$ cat src/rtl/cf_ifft_bfly_1024_8_12.sv
// ---------------------------------------------------------------------------
// cf_ifft_bfly_1024_8_12
//
// Radix-2 inverse DIF butterfly for a 1024-point IFFT with 8-bit complex
// samples and a 16-entry conjugate twiddle ROM. Computes
//   x = a + b
//   y = (a - b) * conj(W_k)
// through a four-stage pipeline (capture, sum/diff + ROM, partial products,
// combine). It also counts valid butterflies per stage (512 per stage,
// 10 stages per frame).
//
// Optional feature: define CF_IFFT_SCALE_EN to arithmetic-shift each
// component of a+b and a-b right by one bit in P2. Over the ten stages this
// gives 1/N normalisation. Latency is the same in both builds.
//
// Ports
//   clock_c  in   1  rising-edge clock
//   i1       in   1  synchronous active-low reset
//   i2       in  16  sample a, {re[15:8], im[7:0]}, two's complement
//   i3       in  16  sample b, same packing
//   i4       in   4  twiddle index k (0..15)
//   i5       in   1  enable; the whole block advances only when high
//   i6       in   1  input valid for i2/i3/i4
//   o1       out 16  x = a+b, {re, im}
//   o2       out 16  y = (a-b)*conj(W_k), {re, im}
//   o3       out  1  output valid
//   o4       out  1  stage-done pulse (512th valid result of a stage)
//   o5       out  4  stage index, 0..9
// ---------------------------------------------------------------------------
module cf_ifft_bfly_1024_8_12 (
    input  logic        clock_c,
    input  logic        i1,
    input  logic [15:0] i2,
    input  logic [15:0] i3,
    input  logic [3:0]  i4,
    input  logic        i5,
    input  logic        i6,
    output logic [15:0] o1,
    output logic [15:0] o2,
    output logic        o3,
    output logic        o4,
    output logic [3:0]  o5
);

    // Conjugate twiddle ROM, {re, im}:
    // re = round(127*cos(pi*k/16)), im = round(127*sin(pi*k/16)).
    function automatic logic [15:0] twiddle(input logic [3:0] k);
        case (k)
            4'd0:    twiddle = 16'h7F00;
            4'd1:    twiddle = 16'h7D19;
            4'd2:    twiddle = 16'h7531;
            4'd3:    twiddle = 16'h6A47;
            4'd4:    twiddle = 16'h5A5A;
            4'd5:    twiddle = 16'h476A;
            4'd6:    twiddle = 16'h3175;
            4'd7:    twiddle = 16'h197D;
            4'd8:    twiddle = 16'h007F;
            4'd9:    twiddle = 16'hE77D;
            4'd10:   twiddle = 16'hCF75;
            4'd11:   twiddle = 16'hB96A;
            4'd12:   twiddle = 16'hA65A;
            4'd13:   twiddle = 16'h9647;
            4'd14:   twiddle = 16'h8B31;
            default: twiddle = 16'h8319;
        endcase
    endfunction

    // Optional halving of one 8-bit component (arithmetic shift).
    function automatic logic [7:0] scale(input logic [7:0] v);
`ifdef CF_IFFT_SCALE_EN
        scale = {v[7], v[7:1]};
`else
        scale = v;
`endif
    endfunction

    // One partial product: operands sign-extended to 16 bits, 16-bit
    // product, and bits [14:7] kept. This drops the Q7 fraction of the
    // twiddle and truncates toward minus infinity.
    function automatic logic [7:0] pprod(input logic [7:0] x, input logic [7:0] y);
        logic signed [15:0] xe;
        logic signed [15:0] ye;
        logic signed [15:0] p;
        xe = {{8{x[7]}}, x};
        ye = {{8{y[7]}}, y};
        p  = xe * ye;
        pprod = p[14:7];
    endfunction

    // P1: captured inputs
    logic [15:0] p1_a, p1_b;
    logic [3:0]  p1_k;
    logic        p1_v;
    // P2: sum, difference, twiddle
    logic [15:0] p2_s, p2_d, p2_w;
    logic        p2_v;
    // P3: sum passthrough plus the four partial products
    logic [15:0] p3_x;
    logic [7:0]  p3_rr, p3_ii, p3_ri, p3_ir;
    logic        p3_v;
    // Butterflies completed in the current stage
    logic [8:0]  bfly_cnt;

    // Component-wise add/sub with modulo-256 wrap
    logic [7:0] sum_re, sum_im, dif_re, dif_im;
    assign sum_re = p1_a[15:8] + p1_b[15:8];
    assign sum_im = p1_a[7:0]  + p1_b[7:0];
    assign dif_re = p1_a[15:8] - p1_b[15:8];
    assign dif_im = p1_a[7:0]  - p1_b[7:0];

    // NOTE: every register below uses non-blocking assignment, so each stage
    // reads the previous stage's old value and the pipeline shifts exactly
    // one slot per enabled edge, regardless of statement order.
    always_ff @(posedge clock_c) begin
        // NOTE: the synchronous reset is tested ahead of the enable so that
        // it clears everything, in-flight data included, even when i5=0.
        // There is no RAM here, so resetting all state costs nothing.
        if (!i1) begin
            p1_a     <= '0;  p1_b  <= '0;  p1_k  <= '0;  p1_v  <= 1'b0;
            p2_s     <= '0;  p2_d  <= '0;  p2_w  <= '0;  p2_v  <= 1'b0;
            p3_x     <= '0;  p3_rr <= '0;  p3_ii <= '0;
            p3_ri    <= '0;  p3_ir <= '0;  p3_v  <= 1'b0;
            o1       <= '0;  o2    <= '0;  o3    <= 1'b0;
            o4       <= 1'b0;
            o5       <= '0;
            bfly_cnt <= '0;
        end else if (i5) begin
            // P1: capture
            p1_a <= i2;
            p1_b <= i3;
            p1_k <= i4;
            p1_v <= i6;

            // P2: sum/diff (optionally halved) and ROM read
            p2_s <= {scale(sum_re), scale(sum_im)};
            p2_d <= {scale(dif_re), scale(dif_im)};
            p2_w <= twiddle(p1_k);
            p2_v <= p1_v;

            // P3: partial products of d * conj(W); the ROM already holds the
            // conjugate-friendly sign, so re = dr*wr - di*wi, im = dr*wi + di*wr
            p3_x  <= p2_s;
            p3_rr <= pprod(p2_d[15:8], p2_w[15:8]);
            p3_ii <= pprod(p2_d[7:0],  p2_w[7:0]);
            p3_ri <= pprod(p2_d[15:8], p2_w[7:0]);
            p3_ir <= pprod(p2_d[7:0],  p2_w[15:8]);
            p3_v  <= p2_v;

            // P4: combine
            o1 <= p3_x;
            o2 <= {p3_rr - p3_ii, p3_ri + p3_ir};
            o3 <= p3_v;

            // Stage bookkeeping. Only valid results loading P4 are counted.
            // The done flag lasts exactly one enabled edge.
            if (p3_v) begin
                if (bfly_cnt == 9'd511) begin
                    bfly_cnt <= '0;
                    o4       <= 1'b1;
                    o5       <= (o5 == 4'd9) ? 4'd0 : o5 + 4'd1;
                end else begin
                    bfly_cnt <= bfly_cnt + 9'd1;
                    o4       <= 1'b0;
                end
            end else begin
                o4 <= 1'b0;
            end
        end
    end

endmodule

$ cat config.mk
export PLATFORM = sky130hd
export DESIGN_NAME = cf_ifft_bfly_1024_8_12
export DESIGN_NICKNAME = d
export VERILOG_FILES = /design/src/rtl/cf_ifft_bfly_1024_8_12.sv
export SDC_FILE = /design/constraint.sdc
export NUM_CORES = 1
export LEC_CHECK = 0
export ABC_AREA = 1
export CAP_MARGIN = 10
export CELL_PAD_IN_SITES_DETAIL_PLACEMENT = 1
export CELL_PAD_IN_SITES_GLOBAL_PLACEMENT = 2
export CORE_MARGIN = 2
export CORE_UTILIZATION = 39
export CTS_CLUSTER_SIZE = 14
export DETAILED_ROUTE_END_ITERATION = 7
export PLACE_DENSITY = 0.84
export SLEW_MARGIN = 10
export SYNTH_ARGS = -nofsm -noshare
export SYNTH_HDL_FRONTEND = slang
export SYNTH_SLANG_ARGS = --single-unit
$ cat constraint.sdc
create_clock -name clock_c -period 7.05 [get_ports clock_c]
set_input_delay 1.0575 -clock clock_c [delete_from_list [all_inputs] [get_ports clock_c]]
set_output_delay 1.0575 -clock clock_c [all_outputs]
set_load 0.005 [all_outputs]
**After elaboration in Yosys (flattened, before gate mapping)**

Memories as Yosys holds them, arrays and structs flattened. A register that Yosys moved wholly into a read port is not among the register bits.
Cells that the tools add are included.

- Register bits: 182
- ROM bits: 240
- Input port bits: 40
- Output and inout bits: 38
- Logic and storage cells: 42
- Memories: 1

Memory list:

| name | depth | width | read ports | clocked after memory_dff | write ports | line | source |
|---|---|---|---|---|---|---|---|
| (no name shown) | 16 | 15 | 1 | 1 | 0 | 48 | `case (k)` |

- Add/subtract/negate cells: 8
- Multiply operators: 4
- Equal/unequal tests: 2
- Multiplexer cells: 4
- Reduce and logical (&&, ||, !) cells: 3

Operators with widths:

| operator | number |
|---|---|
| 8-bit by 8-bit multiplier with 15-bit output | 4 |
| 8-bit adder | 3 |
| 8-bit subtractor | 3 |
| 9-bit by 1-bit adder with 9-bit output (second input constant) | 1 |
| 9-bit == test (second input constant) | 1 |
| 9-bit 2-to-1 mux | 1 |
| 4-bit by 1-bit adder with 4-bit output (second input constant) | 1 |
| 4-bit == test (second input constant) | 1 |
| 4-bit 2-to-1 mux | 1 |
| 3-bit AND reduction | 1 |
| 1-bit 2-to-1 mux | 2 |
| 2-bit AND reduction | 1 |
| 1-bit zero test | 1 |

**Longest topological paths before layout**

Gate-level depths: netlist (run 1).

- Depth after elaboration: 3
- Depth in mapped cells: 25
- Mapped depth without buffers: 24

**Worst setup path before layout (run 1)**

No wires, ideal clock.

- Path type: reg2reg
- From: reg p2_w[2]
- To: reg p3_ri[7]
- Library setup time: 109 ps
- Data arrival time: 4271 ps
- Required time: 6941 ps
- Path slack: 2670 ps
- Cell stages (with the launch flop): 21
- Buffers on the path: 2
- Period minus slack after synthesis: 4380 ps
- Cell sequence: dfxtp_1 clkbuf_1 clkbuf_1 nand2_1 fa_1 inv_1 fa_1 inv_1 fa_1 fa_1 inv_1 ha_1 a21oi_1 a21boi_0 nand2_1 inv_1 nand2_1 nand2_1 nand3_1 nand2_1 inv_1

- Cells in the longest elaborated chain, start to end: 1

RTL lines:

| what | line | source |
|---|---|---|
| start: declaration | 95 | `logic [15:0] p2_s, p2_d, p2_w;` |
| 8-bit by 8-bit multiplier with 15-bit output | 86 | `p = xe * ye;` |
| end signal: assignment | 145 | `p3_ri <= pprod(p2_d[15:8], p2_w[7:0]);` |
| end: declaration | 99 | `logic [7:0] p3_rr, p3_ii, p3_ri, p3_ir;` |

No other way between the ends.
A chain may end at the register's enable or synchronous reset.

**Final worst setup path (run 1)**

Ends and elaborated chain as after synthesis.

==> impl_summary.txt, run 1 <==
----------------------------------------------------
[Routing]
  Wirelength, routed ... roughly 52,000 um
  Number of nets still failing antenna checks after routing ... 0
  First drt pass iteration count ... 4
  Count of routing violations after the opening detailed-route iteration ... between 600 and 700
  Vias post-DR ... around 16,000
  Via/cell ratio ... ~4.9
  Routed WL per cell ... between 15 and 20 um
  Drc violations ... 0

[Final layout]
  Total number of nets in the final design ... ~3,000
  Antenna fix cells ... 0
  Final core utilization ... 43.1%
  Final std cell area, no fill ... 0.0200 mm^2
  Register area ... 0.00358 mm^2
  Multi-input combinational cell area ... 0.0117 mm^2
  Area delta synth->final ... 9.48%
  Filler cells ... 5,943
  Layout cells sized above 1 ... 2.24%

[Floorplanning]
  Area of the core ... 0.0464 mm^2
  Top-level port count ... 78
  Starting density of the core ... 39.4%
  Core Rows ... 79
  Die outline width ... around 220 um
  Die area ... 0.0485 mm^2
  Die boundary height ... 220 um

[Logic synthesis]
  Most repeated cell in the gate-level netlist after synthesis ... inv_1
  Area contributors post-synth ... fa_1, dfxtp_1, inv_1, nand2_1, ha_1
  Fraction of the mapped netlist area in compound gates ... 9.40%
  Instance count of the mapped netlist ... about 2,600
  Combinational family with the most area after synthesis ... adder cells
  Synth Flop Type ... dfxtp_1
  Number of storage elements in the synthesis netlist ... roughly 180
  Top post-synthesis cells by count ... inv_1, nand2_1, nor2_1, fa_1, dfxtp_1
  Sequential-to-total area share from yosys stat ... approximately a fifth
  Combined area of all synthesized cells ... 0.0182 mm^2
  Arithmetic-cell share of the synthesized area counting full adders, half adders and majority gates ... about a third
  Share of cell area taken by muxes after synthesis ... 0%
  Top cell type's share of synthesized area ... 21.1%
  Simple-gate share of the synthesized area ... around a fifth
  Synth Area per Inst ... 6.95 um^2
  Post-synthesis net count ... 3,012
  Post-synthesis cell type count ... about 40
  Leading area contributor after synthesis ... fa_1
  Post-synth ARST share ... 0%
  Xor and xnor area share after synthesis ... 2.02%
  EDFF count, synth ... 0
  Synth Warn # ... 0

[Clock tree]
  Depth of the CTS H-tree ... 4
  Clk sink count ... 179
  Number of gates resized after CTS ... 0
  Maximum buffer depth of the clock tree ... 2
  Worst-path clk slew ... 80 ps
  Clock tree from TritonCTS ... built
  Buffer cell driving the clock tree root ... clkbuf_16
  Number of buffers added by the clock tree synthesis step ... 17
  Number of buffers inserted by post-CTS setup repair ... 0
  Insertion delay to the later sink of the worst-skew pair ... 490 ps
  Hold-fix buffer count after cts ... 0

[STA]
  Number of hold violations in the final report ... 0
  Max Slew Vio Count ... 0
  Final critical-path share of the clock period ... between 60% and 70%
  Worst Hold Slack ... 479 ps
  Largest clock skew in the final design ... 8.84 ps
  Least-Margin Pin Slew ... between 900 and 1000 ps
  Setup repair after global routing missed its margin ... no
  Final Setup Violations ... 0
  Shortest period the worst path allows ... 4870 ps
  Max Clock Freq ... 0.206 GHz
  Sum Neg Setup Slack ... 0 ps
  Relative slew slack ... 35.2%

[Global routing]
  Met2 Track Usage GR ... 40.8%
  Global-route wire length before repair ... 87,400 um
  GRT busiest layer ... met2
  Antenna violations before repair ... 0
  Maximum number of pins on one net before global-route repair ... 101
  Aggregate global routing overflow ... 0
  Met3 Track Usage GR ... 3.04%
  Global Route met1 Usage ... around 29%
  Vias in the first global route ... 17,141
  Total routing usage reported by global routing ... 23.0%

[Power and ir drop]
  Highest ir drop seen on vdd ... 0.000222 V
  Power density normalized to cell area ... about 180 mW/mm^2
  Leakage power ... ~0.011 uW

[Critical path]
  Worst Setup Start Kind ... flop
  Required arrival time at the worst endpoint ... ~7400 ps
  Arrival time of the worst setup path ... ~5300 ps
  Worst setup path class ... reg2reg
  Highest net fanout along the worst path ... 17
  CP endpoint kind ... flop

[Run status]
  Run status ... completed

[Placement]
  HPWL after DPL ... 41,700 um
  Global placer's final weighted congestion ... around 0.85
  Instance area after placement ... around 0.019 mm^2
  Number of input and output port buffers inserted ... between 70 and 80

[Run]
  Max-cap viol count ... 0

[Min path]
  Class of the worst hold path ... reg2reg

----------------------------------------------------
==> path summary, 6_finish.rpt <==
path	startpoint	to	slack [ps]	depth (start not counted)
worst max-delay path	p2_w[2]	p3_ri[7]	2180	19
worst min-delay path	o4	o4	480	2
worst max register to register	p2_w[2]	p3_ri[7]	2180	19
worst min register to register	o4	o4	480	2
==> flip-flops by register name, indices dropped and copies added, names as in the netlist, 9 cells and up <==
name and count:
bfly_cnt 9, o1 16, o2 16, p1_a 16, p1_b 16, p2_d 14
p2_s 16, p2_w 15, p3_x 16
==> final cells by class <==
type	count	share of cell area (%)
Clock buffer	17	2.13
Clock inverter	15	0.808
Inverter	661	12.4
Multi-Input combinational cell	1675	58.7
Sequential cell	179	17.9
Tap cell	607	3.80
Timing Repair Buffer	85	4.15
==> power breakdown <==
part           total, uW  internal (uW)  switching [uW]
clock network        971            473             498
logic               1290            493             801
registers           1250           1100             152
==> per-layer routing <==
layer | wire [um] | share of wire, %
met4 | 1360 | 2.6
met2 | 25800 | 49
met1 | 24000 | 46
met5 | 0 | 0
met3 | 1210 | 2.3
==> logic make-up after synthesis <==
family,after synthesis
and+or+nand+nor,964
adders and majority gates,348
buffers and inverters,770
AOI/OAI and AO/OA,321
xor gates and xnor gates,42
DFF,179
==> critical path: stages, from the launching register on <==
cell	delay, ps
dfxtp_1	830
nand2_1	330
fa_1	540
fa_1	670
inv_1	90
fa_1	530
inv_1	50
fa_1	530
inv_1	40
ha_1	360
nand2_1	90
nor2_1	120
and3_1	160
nand2_1	50
nand2_1	80
inv_1	50
nand2_1	50
nand3_1	60
nand2_1	90
inv_1	40
==> stage by stage <==
stage          worst slack (ps)  std cells  total power (uW)
6_report                   2180       3239              3520
5_1_grt                    1770       3239              3820
4_1_cts                    2110       3239              3590
3_5_place_dp               2120       3207              2590
3_3_place_gp               2350       3207              2530
2_1_floorplan              2670       2624              2140
==> placed cells by master, fill, tap and decap left out, types with 3 or more instances in the layout <==
| cell type | synthesis | final |
|---|---|---|
| xnor2_1 | 16 | 16 |
| o21bai_1 | 8 | 8 |
| fa_1 | 192 | 192 |
| clkbuf_16 | 0 | 17 |
| clkinvlp_4 | 0 | 3 |
| a31oi_1 | 7 | 7 |
| nor3_1 | 13 | 13 |
| or2_2 | 4 | 4 |
| nand2_2 | 6 | 6 |
| o21ai_0 | 156 | 156 |
| nor2_1 | 274 | 274 |
| xor2_1 | 26 | 26 |
| o21ai_1 | 8 | 8 |
| nand3_1 | 93 | 93 |
| clkinv_8 | 0 | 3 |
| ha_1 | 156 | 156 |
| buf_4 | 2 | 9 |
| a21o_1 | 6 | 6 |
| o211ai_1 | 10 | 10 |
| nand4_1 | 10 | 10 |
| dfxtp_1 | 179 | 179 |
| a21oi_1 | 113 | 113 |
| clkdlybuf4s50_1 | 0 | 75 |
| a211oi_1 | 4 | 4 |
| nand2_1 | 554 | 554 |
| inv_1 | 659 | 658 |
| inv_8 | 0 | 6 |
Note: power is estimated with default switching activity, not from simulation.
==> run 2: changes to the inputs <==
--- a/config.mk
+++ b/config.mk
@@ -10,10 +10,10 @@
 export CELL_PAD_IN_SITES_DETAIL_PLACEMENT = 1
 export CELL_PAD_IN_SITES_GLOBAL_PLACEMENT = 2
 export CORE_MARGIN = 2
-export CORE_UTILIZATION = 39
+export CORE_UTILIZATION = 33
 export CTS_CLUSTER_SIZE = 14
 export DETAILED_ROUTE_END_ITERATION = 7
-export PLACE_DENSITY = 0.84
+export PLACE_DENSITY = 0.75
 export SLEW_MARGIN = 10
 export SYNTH_ARGS = -nofsm -noshare
 export SYNTH_HDL_FRONTEND = slang
==> constraint.sdc (replaced) <==
create_clock -name clock_c -period 3.9 [get_ports clock_c]
set_input_delay 0.585 -clock clock_c [delete_from_list [all_inputs] [get_ports clock_c]]
set_output_delay 0.585 -clock clock_c [all_outputs]
set_load 0.005 [all_outputs]
==> run 2 against run 1 <==
  * The flow now finishes with violations (setup timing)
  * Highest routed layer unchanged
  * Clock-buffer cell count is the same
  * Sequential cell count unchanged
  * Clock skew up 25 ps
  * Final cell count up 11%
  * Design area up 21%
  * Sequential share of layout area fell by 2.8 points
  * Wire length is 16% higher
  * Combinational power rose to 3.1 times the previous value
  * Maximum frequency grew 17%
  * Via count increased by 7.3%
  * Critical path type unchanged
==> impl_summary.txt, run 2 (synthesized netlist as in run 1, its figures left out) <==
----------------------------------------------------
[Run status]
  Run status ... complete, but fails checks
  Failing checks ... setup timing

[Power and ir drop]
  Part of the power in combinational logic ... 49.6% (+13 points)
  Highest ir drop seen on vdd ... 0.000363 V (+63%)
  Net Sw Frac ... 40.6% (-0.63 points)
  Proportion of power drawn by the clock network ... 23.6% (-4.0 points)
  Power density normalized to cell area ... 335 mW/mm^2 (+90%)
  Leakage power ... 0.0131 uW (+16%)
  Part of the total power dissipated in sequential elements ... 26.8% (-8.8 points)
  Power spent charging and discharging nets ... 3290 uW (+130%)
  Int Pwr ... 4810 uW (+130%)

[Routing]
  Routed WL per cell ... 16.8 um (+4.0%)
  Count of routing violations after the opening detailed-route iteration ... 676 (+12%)
  Drc violations ... 0 (unchanged)
  Wirelength, routed ... 60,600 um (+16%)
  Number of nets still failing antenna checks after routing ... 0 (unchanged)
  First drt pass iteration count ... 7 (+3)
  Via/cell ratio ... 4.72 (-3.5%)
  Vias post-DR ... 16,990 (+7.3%)

[Global routing]
  Maximum number of pins on one net before global-route repair ... 78 (-23%)
  Vias in the first global route ... 18,393 (+7.3%)
  Aggregate global routing overflow ... 0 (unchanged)
  Global-route wire length before repair ... 97,100 um (+11%)
  Total routing usage reported by global routing ... 21.8% (-1.2 points)
  Antenna violations before repair ... 0 (unchanged)

[Clock tree]
  Number of buffers added by the clock tree synthesis step ... 17 (unchanged)
  Buffer cell driving the clock tree root ... clkbuf_16
  Insertion delay to the later sink of the worst-skew pair ... 500 ps (about the same)
  Hold-fix buffer count after cts ... 0 (unchanged)
  Clock tree from TritonCTS ... built
  Maximum buffer depth of the clock tree ... 2 (unchanged)
  Worst-path clk slew ... 80 ps (about the same)
  Depth of the CTS H-tree ... 4 (unchanged)
  Clk sink count ... 179 (unchanged)

[Critical path]
  Worst setup path class ... reg2reg
  Worst Setup Start Kind ... flop
  CP endpoint kind ... flop
  Launching element of the worst setup path ... p2_d[15]
  Arrival time of the worst setup path ... 4560 ps (-700 ps)
  Highest net fanout along the worst path ... 6 (-11)
  Required arrival time at the worst endpoint ... 4290 ps (-3150 ps)
  Reg2Reg Setup Slack ... -270 ps (-2460 ps)
  Launching point of the worst reg2reg path ... p2_d[15]

[STA]
  Final critical-path share of the clock period ... 107% (+38 points)
  Final Setup Violations ... 27 (+27)
  Number of hold violations in the final report ... 0 (unchanged)
  Max Slew Vio Count ... 0 (unchanged)
  Worst Hold Slack ... 466 ps (-12.7 ps)
  Least-Margin Pin Slew ... 903 ps (-68.0 ps)
  Max Clock Freq ... 0.240 GHz (+17%)
  Shortest period the worst path allows ... 4170 ps (-694 ps)
  Largest clock skew in the final design ... 33.7 ps (+24.9 ps)
  Setup repair after global routing missed its margin ... yes
  Post-route setup slack ... -272 ps (-2460 ps)
  Relative slew slack ... 39.8% (+4.5 points)

[Final layout]
  Top library cells by usage in the layout, fill and taps aside ... inv_1, nand2_1, nor2_1, buf_4, fa_1
  Antenna fix cells ... 0 (unchanged)
  Commonest non-fill, non-tap cell in the layout ... inv_1
  Area delta synth->final ... 32.6%
  Total number of nets in the final design ... 3,273 (+8.8%)
  Final core utilization ... 44.1% (+1.0 points)
  Layout cells sized above 1 ... 24.1% (+22 points)

[Floorplanning]
  Area of the core ... 0.0549 mm^2 (+18%)
  Top-level port count ... 78 (unchanged)
  Die outline width ... 239 um (+8.6%)
  Die area ... 0.0572 mm^2 (+18%)
  Starting density of the core ... 33.2% (-6.1 points)
  Die boundary height ... 239 um (+8.6%)
  Core Rows ... 86 (+8.9%)

[Min path]
  Class of the worst hold path ... reg2reg
  Hold path startpoint ... o3

[Placement]
  Number of input and output port buffers inserted ... 77 (unchanged)
  Worst-case setup slack after placement ... -632 ps (-2760 ps)
  Global placer's final weighted congestion ... 0.904 (+6.6%)
  HPWL after DPL ... 47,100 um (+13%)

[Run]
  Max-cap viol count ... 0 (unchanged)

----------------------------------------------------
-- run 2: layout make-up --
cell class | instances | area (um^2)
Inverter | 661 | 2500
Tap cell | 704 | 881
Sequential cell | 179 | 3660
Clock buffer | 17 | 425
Timing Repair Buffer | 351 | 3270
Fill cell | 6841 | 30700
Multi-Input combinational cell | 1675 | 13300
Clock inverter | 15 | 208
-- run 2: final timing paths --
kind         depth (start not counted)        to
max                                 20  p3_rr[7]
min                                  2        o3
max reg2reg                         20  p3_rr[7]
min reg2reg                          2        o3
-- run 2: metrics by stage --
stage / instances / total power, uW / setup TNS [ps] / instance area (um^2)
floorplan: 2624 / 3940 / -38.9 / 18500
global placement: 3501 / 5250 / -9930 / 21200
detailed placement: 3501 / 5320 / -12190 / 21200
CTS: 3577 / 7830 / -4030 / 23400
global route: 3602 / 8680 / -8730 / 24200
finish: 3602 / 8100 / -3780 / 24200
-- run 2: timing repair --
action,4_1_cts,5_1_grt
pin swaps,133,143
gates cloned,1,0
endpoints found under the setup margin,32,32
gates resized for setup,318,211
buffers inserted,47,30
-- run 2: metal layers --
layer  global-route usage (%)  vias to the layer above  wire length [um]  part of all wire, %
met5                        0                        -                 0                    0
met4                     8.52                        0              1980                  3.3
met3                     3.24                       82              1870                  3.1
met2                     38.0                      215             29800                   49
met1                     27.1                     8376             27000                   45
li1                         -                     8317                 -                    -
-- run 2: worst max-delay path, stage by stage (launching register included) --
cell and delay, ps:
dfxtp_4 370, buf_12 140, nand2_4 90, inv_2 40, fa_1 540, inv_2 40, fa_1 520, fa_1 580
inv_2 50, fa_1 520, ha_4 300, buf_6 120, nand2_4 60, nor2_4 100, nand2_1 80, a21oi_2 180
nor2_2 80, nand3_1 80, nand3_1 70, nand2_1 90, inv_1 30
-- run 2: power groups by stage --
stage / clock network [uW] / logic (uW) / registers [uW]
2_1_floorplan: 0 / 1830 / 2110
3_3_place_gp: 0 / 3050 / 2200
3_5_place_dp: 0 / 3120 / 2200
4_1_cts: 1960 / 3700 / 2170
5_1_grt: 2040 / 4450 / 2190
6_report: 1910 / 4020 / 2170
==> run 3: changes to the inputs <==
--- a/config.mk
+++ b/config.mk
@@ -9,7 +9,6 @@
 export CAP_MARGIN = 10
 export CELL_PAD_IN_SITES_DETAIL_PLACEMENT = 1
 export CELL_PAD_IN_SITES_GLOBAL_PLACEMENT = 2
-export CORE_MARGIN = 2
 export CORE_UTILIZATION = 33
 export CTS_CLUSTER_SIZE = 14
 export DETAILED_ROUTE_END_ITERATION = 7
==> run 3 against run 2 <==
  * The run still ends with setup timing left
  * Core utilization is 0.63 points lower
  * Worst hold slack better by 3.5 ps
  * Sequential power hardly changed
  * Wire length is 6.4% lower
  * Die area is 1.7% lower
  * Via count is 2.3% lower
  * Sequential share of layout area is 0.37 points higher
  * Register-to-register slack better by 40 ps
  * First-iteration DRC count is 25% lower
  * Clock skew is 17 ps lower
  * Maximum frequency is 0.94% higher
  * Critical path type unchanged
  * Largest cell class unchanged
==> impl_summary.txt, run 3 (synthesized netlist as in run 1, its figures left out) <==
----------------------------------------------------
[Floorplanning]
  Core Rows ... 85 (-1.2%)
  Top-level port count ... 78 (unchanged)
  Starting density of the core ... 33.6% (+0.39 points)
  Die boundary height ... 237 um (-0.84%)
  Die outline width ... 237 um (-0.84%)
  Area of the core ... 0.0542 mm^2 (-1.2%)
  Die area ... 0.0562 mm^2 (-1.7%)

[Min path]
  Hold path startpoint ... o3
  Class of the worst hold path ... reg2reg
  Worst hold stages ... 2 (unchanged)

[STA]
  Max Clock Freq ... 0.242 GHz (+0.94%)
  Sum Neg Setup Slack ... -2720 ps (+1050 ps)
  Relative slew slack ... 41.6% (+1.8 points)
  Setup repair after global routing missed its margin ... yes
  Largest clock skew in the final design ... 16.5 ps (-17.3 ps)
  Least-Margin Pin Slew ... 876 ps (-26.9 ps)
  Shortest period the worst path allows ... 4130 ps (-39.0 ps)
  Max Slew Vio Count ... 0 (unchanged)
  Post-route setup slack ... -233 ps (+39.0 ps)
  Final critical-path share of the clock period ... 106% (-1.0 points)
  Final Setup Violations ... 22 (-19%)
  Number of hold violations in the final report ... 0 (unchanged)

[Critical path]
  Required arrival time at the worst endpoint ... 4280 ps (about the same)
  Destination of the worst register-to-register timing path ... p3_ii[3]
  Worst setup path class ... reg2reg
  Number of cell instances on the worst register-to-register path ... 22 (+10%)
  Launching element of the worst setup path ... p2_w[2]
  CP endpoint kind ... flop
  Arrival time of the worst setup path ... 4510 ps (-50 ps)
  Worst Setup Start Kind ... flop
  Highest net fanout along the worst path ... 8 (+2)
  Launching point of the worst reg2reg path ... p2_w[2]
  Worst setup endpoint ... p3_ii[3]
  Reg2Reg Setup Slack ... -230 ps (+40 ps)

[Power and ir drop]
  Part of the total power dissipated in sequential elements ... 28.5% (+1.7 points)
  Power spent charging and discharging nets ... 3080 uW (-6.5%)
  Highest ir drop seen on vdd ... 0.000341 V (-6.0%)
  Proportion of power drawn by the clock network ... 23.6% (about the same)
  Power density normalized to cell area ... 322 mW/mm^2 (-3.9%)
  Net Sw Frac ... 40.5% (-0.064 points)
  Part of the power in combinational logic ... 48.0% (-1.6 points)
  Int Pwr ... 4510 uW (-6.2%)
  Leakage power ... 0.0128 uW (-1.9%)

[Final layout]
  Antenna fix cells ... 0 (unchanged)
  Top library cells by usage in the layout, fill and taps aside ... inv_1, nand2_1, nor2_1, buf_4, fa_1
  Total number of nets in the final design ... 3,256 (-0.52%)
  Filler cells ... 6,757 (-1.2%)
  Area delta synth->final ... 29.2%
  Register area ... 0.00365 mm^2 (-0.21%)
  Commonest non-fill, non-tap cell in the layout ... inv_1
  Multi-input combinational cell area ... 0.0129 mm^2 (-2.3%)
  Layout cells sized above 1 ... 20.5% (-3.6 points)
  Final std cell area, no fill ... 0.0236 mm^2 (-2.6%)

[Run status]
  Run status ... complete, but fails checks
  Failing checks ... setup timing

[Clock tree]
  Depth of the CTS H-tree ... 4 (unchanged)
  Worst-path clk slew ... 90 ps (about the same)
  Insertion delay to the later sink of the worst-skew pair ... 490 ps (about the same)
  Maximum buffer depth of the clock tree ... 2 (unchanged)
  Clock tree from TritonCTS ... built
  Number of buffers added by the clock tree synthesis step ... 17 (unchanged)
  Buffer cell driving the clock tree root ... clkbuf_16
  Clk sink count ... 179 (unchanged)

[Routing]
  Drc violations ... 0 (unchanged)
  Routed WL per cell ... 15.9 um (-5.7%)
  Wirelength, routed ... 56,800 um (-6.4%)
  Vias post-DR ... 16,601 (-2.3%)
  Count of routing violations after the opening detailed-route iteration ... 506 (-25%)
  First drt pass iteration count ... 4 (-3)
  Number of nets still failing antenna checks after routing ... 0 (unchanged)
  Via/cell ratio ... 4.64 (-1.6%)

[Global routing]
  Vias in the first global route ... 18,218 (-0.95%)
  Total routing usage reported by global routing ... 21.0% (-0.78 points)
  Antenna violations before repair ... 0 (unchanged)
  Global-route wire length before repair ... 93,300 um (-3.9%)
  Maximum number of pins on one net before global-route repair ... 80 (+2.6%)
  Aggregate global routing overflow ... 0 (unchanged)

[Placement]
  Global placer's final weighted congestion ... 0.865 (-4.3%)
  Instance area after placement ... 0.0212 mm^2 (about the same)
  HPWL after DPL ... 44,200 um (-6.1%)
  Number of input and output port buffers inserted ... 77 (unchanged)

[Run]
  Max-cap viol count ... 0 (unchanged)

----------------------------------------------------
==> run 3: critical path, cell delays in order, from the launching register on <==
cell and delay [ps]:
dfxtp_4 410, buf_6 150, nand2_2 60, inv_2 40, fa_1 550, inv_2 50
fa_1 560, inv_2 40, fa_1 480, inv_1 50, fa_1 500, inv_2 50
ha_4 250, nand2_4 100, inv_2 50, a21oi_4 180, nand2_4 100, nand2_4 80
nand2_1 50, nand2_1 60, nand3_1 70, nand2_1 90, inv_1 40
==> run 3: area by class of cell <==
| class | instances | area share [%] |
|---|---|---|
| clock buffer | 18 | 1.82 |
| clock inverter | 14 | 0.685 |
| inverter | 661 | 10.6 |
| multi-input combinational | 1675 | 54.9 |
| sequential | 179 | 15.5 |
| tap | 696 | 3.69 |
| timing repair buffer | 334 | 12.8 |
==> run 3: metal layers <==
metal	GRT usage [%]	wire, um	up-vias	share of wire, %
met3	2.40	1070	53	1.9
li1	-	-	8269	-
met5	0	0	-	0
met1	26.7	26200	8146	46
met2	37.8	28400	133	50
met4	5.34	1010	0	1.8
==> run 3: how the worst min path moves through the flow <==
stage,end,slack (ps)
3_3_place_gp,p3_v,460
6_report,o3,470
4_1_cts,o5[2],440
3_5_place_dp,o3,460
2_1_floorplan,bfly_cnt[7],440
5_1_grt,o5[2],450
==> run 3: power by group through the flow <==
stage | Combinational, uW | Clock (uW) | Sequential [uW]
finish | 3640 | 1790 | 2160
global route | 4090 | 1930 | 2180
CTS | 3390 | 1870 | 2160
detailed placement | 3010 | 0 | 2200
global placement | 2950 | 0 | 2200
floorplan | 1830 | 0 | 2110
==> run 3: timing repair <==
action,CTS,global route
hold buffers,0,0
cloned,0,0
buffers inserted,30,21
gates resized for setup,201,192
hold endpoints to repair,0,0
endpoints found under the setup margin,32,32
pin swaps,101,122
==> run 3: stage by stage <==
stage	total power, uW	hold WS (ps)	setup WS (ps)	util, %	std cells
floorplan	3940	445	-38.9	-	2624
global placement	5150	459	-567	39.2	3497
detailed placement	5210	458	-597	39.2	3497
CTS	7430	435	-243	41.9	3558
global route	8210	452	-418	43.5	3577
finish	7590	469	-233	43.5	3577
